<file path="src/rtl/uart_apb_sequencer.sv">
// uart_apb_sequencer: the only APB master for one CoreUARTapb slave.
// After reset, and whenever cfg_start is seen, it writes the baud/mode
// registers. It then polls status back-to-back, drains received bytes into a
// one-entry output register, and round-robins two byte requesters onto TX.
//
// Ports:
//   PCLK, PRESET            clock, synchronous active-high reset
//   PSEL..PWDATA            APB master request (all registered)
//   PRDATA, PREADY          APB slave response
//   cfg_start / cfg_done    reprogram request / configuration written
//   txN_valid/data/ready    byte requesters; ready is a one-cycle accept pulse
//   rx_valid/data/err/ready received byte, {framing, overflow, parity}, accept
module uart_apb_sequencer #(
    parameter logic [12:0] BAUD_VALUE        = 13'd0,
    parameter bit          BIT8              = 1'b1,
    parameter bit          PARITY_EN         = 1'b0,
    parameter bit          ODD_N_EVEN        = 1'b0,
    parameter bit          BAUD_VAL_FRCTN_EN = 1'b0,
    parameter logic [2:0]  BAUD_VAL_FRCTN    = 3'd0
) (
    input  logic       PCLK,
    input  logic       PRESET,
    output logic       PSEL,
    output logic       PENABLE,
    output logic       PWRITE,
    output logic [4:0] PADDR,
    output logic [7:0] PWDATA,
    input  logic [7:0] PRDATA,
    input  logic       PREADY,
    input  logic       cfg_start,
    output logic       cfg_done,
    input  logic       tx0_valid,
    input  logic [7:0] tx0_data,
    output logic       tx0_ready,
    input  logic       tx1_valid,
    input  logic [7:0] tx1_data,
    output logic       tx1_ready,
    output logic       rx_valid,
    output logic [7:0] rx_data,
    output logic [2:0] rx_err,
    input  logic       rx_ready
);

    typedef enum logic [2:0] {StCfg1, StCfg2, StCfg3, StPoll, StRxRd, StTxWr} state_e;

    localparam logic [4:0] AddrTx    = 5'h00;
    localparam logic [4:0] AddrRx    = 5'h04;
    localparam logic [4:0] AddrCtrl1 = 5'h08;
    localparam logic [4:0] AddrCtrl2 = 5'h0C;
    localparam logic [4:0] AddrStat  = 5'h10;
    localparam logic [4:0] AddrFrac  = 5'h14;

    state_e     state_q;
    logic       psel_q, penable_q, pwrite_q;
    logic [4:0] paddr_q;
    logic [7:0] pwdata_q;
    logic       cfg_done_q;
    logic       pend_q;      // cfg_start seen, not yet acted on
    logic       ptr_q;       // requester granted last
    logic       grant_q;     // requester owning the TX write in flight
    logic       rx_valid_q;
    logic [7:0] rx_data_q;
    logic [2:0] rx_err_q;
    logic [2:0] stat_err_q;  // error bits from the most recent poll

    state_e     st_d;
    state_e     issue_st;
    logic       pend;
    logic       gnt_sel;
    logic       issue_write;
    logic [4:0] issue_addr;
    logic [7:0] issue_wdata;

    always_comb begin
        pend    = pend_q | cfg_start;
        // Both valid: the one not granted last. Otherwise the single valid one.
        gnt_sel = (tx0_valid & tx1_valid) ? ~ptr_q : ~tx0_valid;

        st_d = state_q;
        unique case (state_q)
            StCfg1: st_d = pend ? StCfg1 : StCfg2;
            StCfg2: st_d = pend ? StCfg1 : (BAUD_VAL_FRCTN_EN ? StCfg3 : StPoll);
            StCfg3: st_d = pend ? StCfg1 : StPoll;
            StPoll: begin
                if (pend)                           st_d = StCfg1;
                else if (PRDATA[1] && !rx_valid_q)  st_d = StRxRd;
                else if (PRDATA[0] && (tx0_valid || tx1_valid)) st_d = StTxWr;
                else                                st_d = StPoll;
            end
            StRxRd: st_d = StPoll;
            StTxWr: st_d = StPoll;
            default: st_d = StCfg1;
        endcase

        // Out of reset there is no transfer to complete; start the current state.
        issue_st = psel_q ? st_d : state_q;

        issue_write = 1'b1;
        issue_addr  = AddrStat;
        issue_wdata = 8'h00;
        unique case (issue_st)
            StCfg1: begin
                issue_addr  = AddrCtrl1;
                issue_wdata = BAUD_VALUE[7:0];
            end
            StCfg2: begin
                issue_addr  = AddrCtrl2;
                issue_wdata = {BAUD_VALUE[12:8], ODD_N_EVEN, PARITY_EN, BIT8};
            end
            StCfg3: begin
                issue_addr  = AddrFrac;
                issue_wdata = {5'b00000, BAUD_VAL_FRCTN};
            end
            StPoll: begin
                issue_write = 1'b0;
                issue_addr  = AddrStat;
            end
            StRxRd: begin
                issue_write = 1'b0;
                issue_addr  = AddrRx;
            end
            StTxWr: begin
                issue_addr  = AddrTx;
                issue_wdata = gnt_sel ? tx1_data : tx0_data;
            end
            default: begin
                issue_write = 1'b0;
            end
        endcase
    end

    always_ff @(posedge PCLK) begin
        if (PRESET) begin
            state_q    <= StCfg1;
            psel_q     <= 1'b0;
            penable_q  <= 1'b0;
            pwrite_q   <= 1'b0;
            paddr_q    <= 5'h00;
            pwdata_q   <= 8'h00;
            cfg_done_q <= 1'b0;
            pend_q     <= 1'b0;
            ptr_q      <= 1'b1;
            grant_q    <= 1'b0;
            rx_valid_q <= 1'b0;
            rx_data_q  <= 8'h00;
            rx_err_q   <= 3'b000;
            stat_err_q <= 3'b000;
        end else begin
            if (cfg_start) pend_q <= 1'b1;
            if (rx_valid_q && rx_ready) rx_valid_q <= 1'b0;

            if (!psel_q || (penable_q && PREADY)) begin
                if (psel_q) begin
                    // Completion of the transfer owned by state_q.
                    state_q <= st_d;
                    unique case (state_q)
                        StCfg1, StCfg2, StCfg3: begin
                            if (pend) pend_q <= 1'b0;
                            else if (st_d == StPoll) cfg_done_q <= 1'b1;
                        end
                        StPoll: begin
                            stat_err_q <= PRDATA[4:2];
                            if (pend) begin
                                pend_q     <= 1'b0;
                                cfg_done_q <= 1'b0;
                            end
                        end
                        StRxRd: begin
                            rx_data_q  <= PRDATA;
                            rx_err_q   <= stat_err_q;
                            rx_valid_q <= 1'b1;
                        end
                        StTxWr: ptr_q <= grant_q;
                        default: ;
                    endcase
                end
                // Every completion is followed directly by the next SETUP.
                psel_q    <= 1'b1;
                penable_q <= 1'b0;
                pwrite_q  <= issue_write;
                paddr_q   <= issue_addr;
                pwdata_q  <= issue_wdata;
                if (issue_st == StTxWr) grant_q <= gnt_sel;
            end else if (!penable_q) begin
                penable_q <= 1'b1;
            end
        end
    end

    assign PSEL     = psel_q;
    assign PENABLE  = penable_q;
    assign PWRITE   = pwrite_q;
    assign PADDR    = paddr_q;
    assign PWDATA   = pwdata_q;
    assign cfg_done = cfg_done_q;
    assign rx_valid = rx_valid_q;
    assign rx_data  = rx_data_q;
    assign rx_err   = rx_err_q;

    // Accept pulses coincide with the ACCESS cycle that completes the write.
    assign tx0_ready = (state_q == StTxWr) && penable_q && PREADY && !grant_q;
    assign tx1_ready = (state_q == StTxWr) && penable_q && PREADY && grant_q;

endmodule

</file>
<file path="config.mk">
export PLATFORM = sky130hd
export DESIGN_NAME = uart_apb_sequencer
export DESIGN_NICKNAME = d
export VERILOG_FILES = /design/src/rtl/uart_apb_sequencer.sv
export SDC_FILE = /design/constraint.sdc
export NUM_CORES = 1
export LEC_CHECK = 0
export CAP_MARGIN = 40
export CORE_MARGIN = 5
export CORE_UTILIZATION = 55
export DETAILED_ROUTE_END_ITERATION = 16
export DONT_BUFFER_PORTS = 1
export PLACE_DENSITY_LB_ADDON = 0.25
export SLEW_MARGIN = 20
export SYNTH_ARGS = -nofsm -noshare
export SYNTH_HDL_FRONTEND = slang
export SYNTH_SLANG_ARGS = --single-unit
</file>
<file path="constraint.sdc">
create_clock -name PCLK -period 2 [get_ports PCLK]
set_input_delay 0.2 -clock PCLK [delete_from_list [all_inputs] [get_ports PCLK]]
set_output_delay 0.2 -clock PCLK [all_outputs]
set_load 0.03 [all_outputs]
</file>
After elaboration in Yosys (flattened, before gate mapping)
Index checks and enable logic that the tools add are counted.

word-level totals
  flip-flop bits (word level) = 38
  input bits = 31
  word-level logic and storage cells = 83

operators by class
  equal/unequal tests = 13
  muxes and demuxes = 26
  bitwise gates (word level) = 4
  reductions and logical operators = 26

operator list
  operator              number
  $pmux W5 S5           1
  $mux W1               16
  $pmux W8 S2           1
  $eq A3 B2 Y1 const B  4
  $eq A3 B3 Y1 const B  4
  $mux W3               4
  $pmux W3 S4           1
  $reduce_and A3 Y1     3
  $logic_and A1 B1 Y1   8
  $mux W8               1
  $reduce_or A4 Y1      2
  $eq A3 B1 Y1 const B  2
  $logic_not A3 Y1      2
  $ne A2 B2 Y1 const B  3
  $reduce_and A6 Y1     1
  $reduce_or A2 Y1      2
  $logic_not A1 Y1      3
  $reduce_or A3 Y1      1
  $logic_or A1 B1 Y1    2
  $mux W2               1
  $not A1 Y1            2
  $pmux W1 S2           1
  $reduce_and A2 Y1     1
  $reduce_bool A2 Y1    1
  2 further kinds       2

Longest topological paths before layout
Gate-level depths: netlist (run 1).

  depth after elaboration = 10
  depth in mapped cells = 7
  gate-level depth less buffers = 5

Least setup slack after synthesis (run 1)
Ideal clock, no wire load.

  kind = register -> register
  start point = register psel_q (netlist: PSEL)
  end point = register pwdata_q[5] (netlist: PWDATA[5])
  library setup time = 0.088 ns
  data arrival time = 1.878 ns
  data required time = 1.912 ns
  path slack = 0.034 ns
  cell stages (with the launch flop) = 6
  path buffers = 1
  period minus slack after synthesis = 1.966 ns
  cell sequence = dfxtp_1 > buf_2 > o2111ai_1 > a2111oi_4 > nand2_4 > o32ai_2

between the ends
  longest elaborated chain between the ends = 3
  elaborated cells between the ends (all ways) = 6
  classes of those cells = eq/ne (2); mux (2); reduce/logical (2)

RTL lines
  what                                                 RTL line  text
  start: declaration                                   54        logic psel_q, penable_q, pwrite_q;
  start signal: assignment                             135       psel_q <= 1'b0;
  start signal: assignment                             178       psel_q <= 1'b1;
  $mux W3                                              n/a
  $eq A3 B3 Y1 / $eq A3 B1 Y1 (equally long branches)  101       unique case (issue_st)
  $pmux W8 S2                                          101
  end signal: assignment                               182       pwdata_q <= issue_wdata;
  end: declaration                                     56        logic [7:0] pwdata_q;

Several ways; a longest one is shown, not always the timed one.
A chain may end at the register's enable or synchronous reset.

Worst setup path after layout (run 1)
  start point = register state_q[1]
  end point = register pwdata_q[6] (netlist: PWDATA[6])

between the ends
  longest elaborated chain between the ends = 6
  elaborated cells between the ends (all ways) = 13
  classes of those cells = eq/ne (7); mux (3); reduce/logical (3)

RTL lines
  what                                                 RTL line  text
  start: declaration                                   53        state_e state_q;
  start signal: assignment                             134       state_q <= StCfg1;
  start signal: assignment                             155       state_q <= st_d;
  $eq A3 B3 Y1 (tied with other cells)                 80        unique case (state_q)
  $reduce_or A2 Y1 (no source line)                    n/a
  $pmux W3 S4                                          80
  $mux W3 *                                            n/a
  $eq A3 B3 Y1 / $eq A3 B1 Y1 (equally long branches)  101
  $pmux W8 S2 *                                        101

Mark *: on every way between the ends. The rest lies on a longest branch, timed or not.

==> results of run 1 <==
==> report_power, final <==
part           total (mW)  internal (mW)  switching (mW)
logic               0.172         0.0760          0.0959
clock network       0.512          0.261           0.251
registers           0.770          0.735          0.0357
total                1.45           1.07           0.383
==> worst max-delay path: cells and delay by family (launching register included) <==
kind	cells	cell delay [ns]
AND/OR/NAND/NOR	1	0.08
flip-flops	1	0.49
buffers and inverters	1	0.19
AO/OA/AOI/OAI	3	1.01
==> stage by stage <==
| step | hold WS, ns | cells | cell area, um^2 | setup WS, ns | total power [mW] |
|---|---|---|---|---|---|
| global placement | 0.274 | 216 | 1700 | 0.168 | 0.923 |
| detailed placement | 0.275 | 216 | 1700 | 0.107 | 0.927 |
| CTS | 0.00312 | 233 | 1880 | 0.0845 | 1.46 |
| finish | 0.0119 | 234 | 1890 | 0.144 | 1.45 |
| global route | 0.00649 | 234 | 1890 | 0.0491 | 1.53 |
| floorplan | 0.336 | 189 | 1650 | 0.0337 | 0.910 |
==> timing repair <==
action | CTS | global route
buffers inserted | 0 | 1
endpoints found under the hold margin | 33 | 0
hold buffers | 9 | 0
endpoints found under the setup margin | 0 | 5
==> layer usage <==
layer	routed length [um]	share of wire (%)	global-route usage [%]
met1	1620	41	21.0
met2	1930	49	33.5
met3	330	8.4	6.91
met4	42	1.1	6.33
met5	0	0	0
==> sequential cells by signal (all words and copies together), names as in the netlist <==
register and cells:
rx_err 3, PADDR 3, PWRITE 1, PSEL 1, PENABLE 1, rx_valid 1, cfg_done 1, state_q 3
grant_q 1, ptr_q 1, PWDATA 8, pend_q 1, rx_data 8, stat_err_q 3
==> synth_stat cells, drive strengths merged (2+ instances only) <==
cell type,count
nor3,4
mux2i,11
nor2,9
o22ai,2
dfxtp,36
o32ai,6
o21ai,4
clkbuf,6
nand3,6
and2,2
mux2,3
buf,10
nand2,42
inv,3
a21oi,21
or3,2
nand2b,2
==> cells in the final DEF, fill, tap and decap left out, drive strengths merged, types with 2 or more instances in the layout <==
cell and instances:
mux2i 11, and2 2, buf 14, conb 2, nand3 6, or3 2
nand2b 2, dlygate4sd3 8, clkinv 2, o22ai 2, a21oi 21, dfxtp 36
inv 3, o32ai 6, clkbuf 5, nor3 4, o21ai 4, nand2 42
nor2 9, mux2 3
==> area by class of cell <==
| type | instances | share of cell area, % |
|---|---|---|
| clock buffers | 5 | 1.99 |
| well taps | 31 | 2.06 |
| inverters | 4 | 0.796 |
| repair buffers | 22 | 10.5 |
| multi-input cells | 133 | 44.2 |
| clock inverters | 3 | 2.25 |
| flip-flops and latches | 36 | 38.2 |
==> kinds of logic after synthesis <==
logic type	after synthesis	synth area share, %
buf+inv	20	5.70
simple gates	73	20.4
compound gates	43	20.6
xor+xnor	1	0.532
flops	36	43.8
other cells	1	0.228
mux	14	8.75
==> worst min path at each step <==
| stage | from | endpoint | slack (ns) | cells past startpoint |
|---|---|---|---|---|
| 6_report | PRDATA[2] | stat_err_q[0]$_SDFFE_PP0P_ | 0.01 | 2 |
| 5_1_grt | rx_ready | rx_valid$_SDFF_PP0_ | 0.006 | 2 |
| 4_1_cts | PRDATA[2] | stat_err_q[0]$_SDFFE_PP0P_ | 0.003 | 2 |
| 3_5_place_dp | PRESET | rx_data[7]$_SDFFE_PP0P_ | 0.28 | 1 |
| 3_3_place_gp | PRESET | rx_data[0]$_SDFFE_PP0P_ | 0.27 | 1 |
| 2_1_floorplan | PRDATA[0] | rx_data[0]$_SDFFE_PP0P_ | 0.34 | 2 |
==> flow_summary.toml, run 1 <==
[cells_and_area]
final_core_util_pct = 67.3
layout.area.seq_um2 = 721
final_nets = 233
antenna_cells = 0
multi_input_area_um2 = 835
area.growth.synth_to_final_pct = 14.7
nFillCells = 242
drive_above_1_share_pct = 18.2

[logic_synthesis]
ys_types = 40
ys_ff_latch = 36
synth-edff-count = 0
yosys.area.top_type = "dfxtp_1"
synth.area.top_cells = "dfxtp_1 (44%), nand2_1 (9.4%), mux2i_1 (6.7%)"
async_flop_share_pct = 0
synth_cells = 188
synth_flop_cell = "dfxtp_1"
synth.avg_cell_area_um2 = 8.75
synth_area_mm2 = 0.00165
seq_area_frac_synth_pct = 43.8
yosys.area.top_type_share_pct = 43.8
ys_warn_count = 0

[place]
gp_congestion = 0.840
io_buffers = 0
dp_hpwl_um = 2750

[clocking]
cts_resized = 0
clk_pin_slew_ns = 0.11
cts.sinks = 36
clk_latency_ns = 0.34
cts_buffers = 5
cts_max_level = 2
cts_tree = "built"
root_buffer = "clkbuf_4"
cts_buffer_depth = 2

[global_routing]
grt_pass1_vias = 1302
grt.total_usage_pct = 18.9
grt_remaining_overflow = 0
antenna_found_initial = 0
grt_max_degree = 34
grt_pass1_wl_um = 6220

[sta]
period_share_pct = 92.8
relSlewSlack_pct = 62.1
period_minus_slack_ns = 1.86
fmax_mhz = 539
tightest_slew_ns = 0.568
setup_viol = 0
hold_viol = 0
clock_skew_ns = 0.00886
finalMaxSlewViolations = 0
tns_ns = 0
rsz0062_at_grt = "false"

[floorplanning]
core_area_mm2 = 0.00281
start_util_pct = 58.7
ios = 62
die_w_um = 64.7
die_height_um = 64.7
rows = 19
die_area_mm2 = 0.00419

[setup_path]
cp-start-kind = "flip-flop"
path_cells = "o2111ai_1, a2111oi_4, buf_4, nand2_4, o32ai_2"
r2r_cells = 5
critical_path.endpoint_type = "flip-flop"
cp.arrival_ns = 2.11
r2r_slack_ns = 0.14
r2r_end = "PWDATA[6]$_SDFFE_PP0N_"
crit_required_ns = 2.25
critPathCapture = "PWDATA[6]$_SDFFE_PP0N_"
crit_fanout = 8
worstSetupPathType = "flip-flop to flip-flop"
cp_slowest_stage_delay_ns = 0.49
cp-startpoint = "state_q[1]$_SDFFE_PP0N_"
regToRegStartpoint = "state_q[1]$_SDFFE_PP0N_"
cp_slowest_cell = "dfxtp_1"

[route]
drt_iter0_markers = 109
dr.pass1.iters = 4
drc_errors = 0
antenna_left = 0
vias = 1371
wl_per_cell_um = 16.8
viasPerCell = 5.86
wl_um = 3920

[worst_hold_path]
hold_path.class = "primary input to flip-flop"

[outcome]
status = "finished, final reports clean"

[pwr]
power-per-cell-area_mw_per_mm2 = 771
p_leak_nw = 0.686
vdd_drop_max_uv = 512

[job]
drv_cap = 0
Note: power is estimated with default switching activity, not from simulation.
==> run 2, diff against run 1 <==
--- a/config.mk
+++ b/config.mk
@@ -5,6 +5,7 @@
 export SDC_FILE = /design/constraint.sdc
 export NUM_CORES = 1
 export LEC_CHECK = 0
+export ABC_CLOCK_PERIOD_IN_PS = 2000
 export CAP_MARGIN = 40
 export CORE_MARGIN = 5
 export CORE_UTILIZATION = 55
==> results of run 2 <==
No change in the layout: final DEF, timing and power equal those of run 1.
==> run 3, diff against run 2 <==
--- a/config.mk
+++ b/config.mk
@@ -9,6 +9,7 @@
 export CAP_MARGIN = 40
 export CORE_MARGIN = 5
 export CORE_UTILIZATION = 55
+export CTS_BUF_LIST = sky130_fd_sc_hd__clkbuf_8
 export DETAILED_ROUTE_END_ITERATION = 16
 export DONT_BUFFER_PORTS = 1
 export PLACE_DENSITY_LB_ADDON = 0.25
==> run 3 against run 2 <==
- sequential power about the same
- critical path depth unchanged
- wire length decreased by 3.9%
- via count decreased by 2.1%
- critical path type unchanged
- critical endpoint unchanged
- largest power group unchanged
==> flow_summary.toml, run 3 (same netlist as run 1, synthesis figures left out) <==
[clocking]
cts_tree = "built"
cts_resized = 0
clk_pin_slew_ns = 0.07
root_buffer = "clkbuf_8"
cts_buffers = 5
clk_latency_ns = 0.28
cts_max_level = 2
cts.sinks = 36
cts_buffer_depth = 2

[pwr]
seq_power_share_pct = 49.5
vdd_drop_max_uv = 550
internal-power_mw = 1.17
p_leak_nw = 0.667
power-per-cell-area_mw_per_mm2 = 844
p_switching_uw = 388
netSwitchingFraction_pct = 24.9
clockPowerShare_pct = 40.4
combinationalPowerShare_pct = 10.1

[global_routing]
grt.total_usage_pct = 18.4
grt_remaining_overflow = 0
grt_pass1_wl_um = 6070
grt_pass1_vias = 1291
grt_max_degree = 27
antenna_found_initial = 0

[cells_and_area]
antenna_cells = 0
drive_above_1_share_pct = 18.9
nFillCells = 252
final_nets = 226
final_core_util_pct = 65.7
layout_commonest_cell = "nand2_1"
area.growth.synth_to_final_pct = 12.0
final_cell_mix = "nand2_1 (41), dfxtp_1 (36), a21oi_1 (21)"

[setup_path]
cp.arrival_ns = 2.01
path_cells = "o2111ai_1, a2111oi_4, buf_4, nand2_4, o32ai_2"
cp_slowest_cell = "dfxtp_1"
crit_fanout = 8
crit_required_ns = 2.20
cp-start-kind = "flip-flop"
cp_slowest_stage_delay_ns = 0.47
worstSetupPathType = "flip-flop to flip-flop"
critical_path.endpoint_type = "flip-flop"

[route]
drt_iter0_markers = 59
wl_per_cell_um = 16.6
antenna_left = 0
wl_um = 3770
drc_errors = 0
vias = 1342
viasPerCell = 5.91
dr.pass1.iters = 4

[job]
drv_cap = 0

[worst_hold_path]
hold_path.class = "primary input to flip-flop"

[floorplanning]
rows = 19
start_util_pct = 58.7
core_area_mm2 = 0.00281
die_height_um = 64.7
die_w_um = 64.7
die_area_mm2 = 0.00419
ios = 62

[sta]
relSlewSlack_pct = 61.2
finalMaxSlewViolations = 0
tightest_slew_ns = 0.580
fmax_mhz = 551
rsz0062_at_grt = "false"
period_share_pct = 90.8
setup_viol = 0
period_minus_slack_ns = 1.82
hold_viol = 0
worst_slack_ns = 0.184
clock_skew_ns = 0.00582
tns_ns = 0

[place]
dp_hpwl_um = 2750
pre_cts_ws_ns = 0.107
io_buffers = 0
gp_congestion = 0.840

[outcome]
status = "finished, final reports clean"
-- run 3: layout make-up --
type | instances | area, um^2 | share of cell area, %
multi-input combinational | 133 | 835 | 45.3
inverter | 4 | 15.0 | 0.815
timing repair buffer | 15 | 123 | 6.65
sequential | 36 | 721 | 39.1
clock inverter | 3 | 42.5 | 2.31
tap | 31 | 38.8 | 2.10
clock buffer | 5 | 68.8 | 3.73
-- run 3: path summary, 6_finish.rpt --
check,slack (ns),to,cells after the start,start
hold reg to reg,0.46,rx_err[1]$_SDFFE_PP0P_,2,stat_err_q[1]$_SDFFE_PP0P_
hold / removal,0.01,PWRITE$_SDFFE_PP0N_,1,PRESET
setup / recovery,0.18,PWDATA[6]$_SDFFE_PP0N_,5,state_q[1]$_SDFFE_PP0N_
setup reg to reg,0.18,PWDATA[6]$_SDFFE_PP0N_,5,state_q[1]$_SDFFE_PP0N_
-- run 3: what timing repair did --
item,CTS,global route
endpoints found under the setup margin,0,6
hold buffers,1,0
hold endpoints to repair,26,0
setup buffers,0,1
-- run 3: per-stage QoR --
step | cell area [um^2] | hold slack [ns] | total power, mW | cells
floorplan | 1650 | 0.336 | 0.910 | 189
global placement | 1700 | 0.274 | 0.923 | 216
detailed placement | 1700 | 0.275 | 0.927 | 216
CTS | 1820 | 0.00911 | 1.56 | 225
global route | 1840 | 0.00561 | 1.63 | 227
finish | 1840 | 0.0139 | 1.56 | 227
-- run 3: routing by layer --
metal  part of all wire [%]  GRT usage (%)  vias up
li1                       -              -      659
met1                     40           19.4      611
met2                     49           32.5       66
met3                    9.5           7.77        6
met4                    1.4           6.86        0
met5                      0              0        -
-- run 3: power groups by stage --
| stage | logic (mW) | registers, mW | clock network [mW] |
|---|---|---|---|
| after global routing | 0.171 | 0.772 | 0.685 |
| after detailed placement | 0.140 | 0.787 | 0 |
| after CTS | 0.150 | 0.770 | 0.639 |
| after floorplan | 0.126 | 0.783 | 0 |
| after global placement | 0.137 | 0.786 | 0 |
| final | 0.157 | 0.770 | 0.629 |
-- run 3: critical path, delay by kind of cell, from the launching register on --
| family | cells | cell delay [ns] |
|---|---|---|
| compound gates | 3 | 0.99 |
| flops | 1 | 0.47 |
| buf+inv | 1 | 0.19 |
| simple gates | 1 | 0.08 |
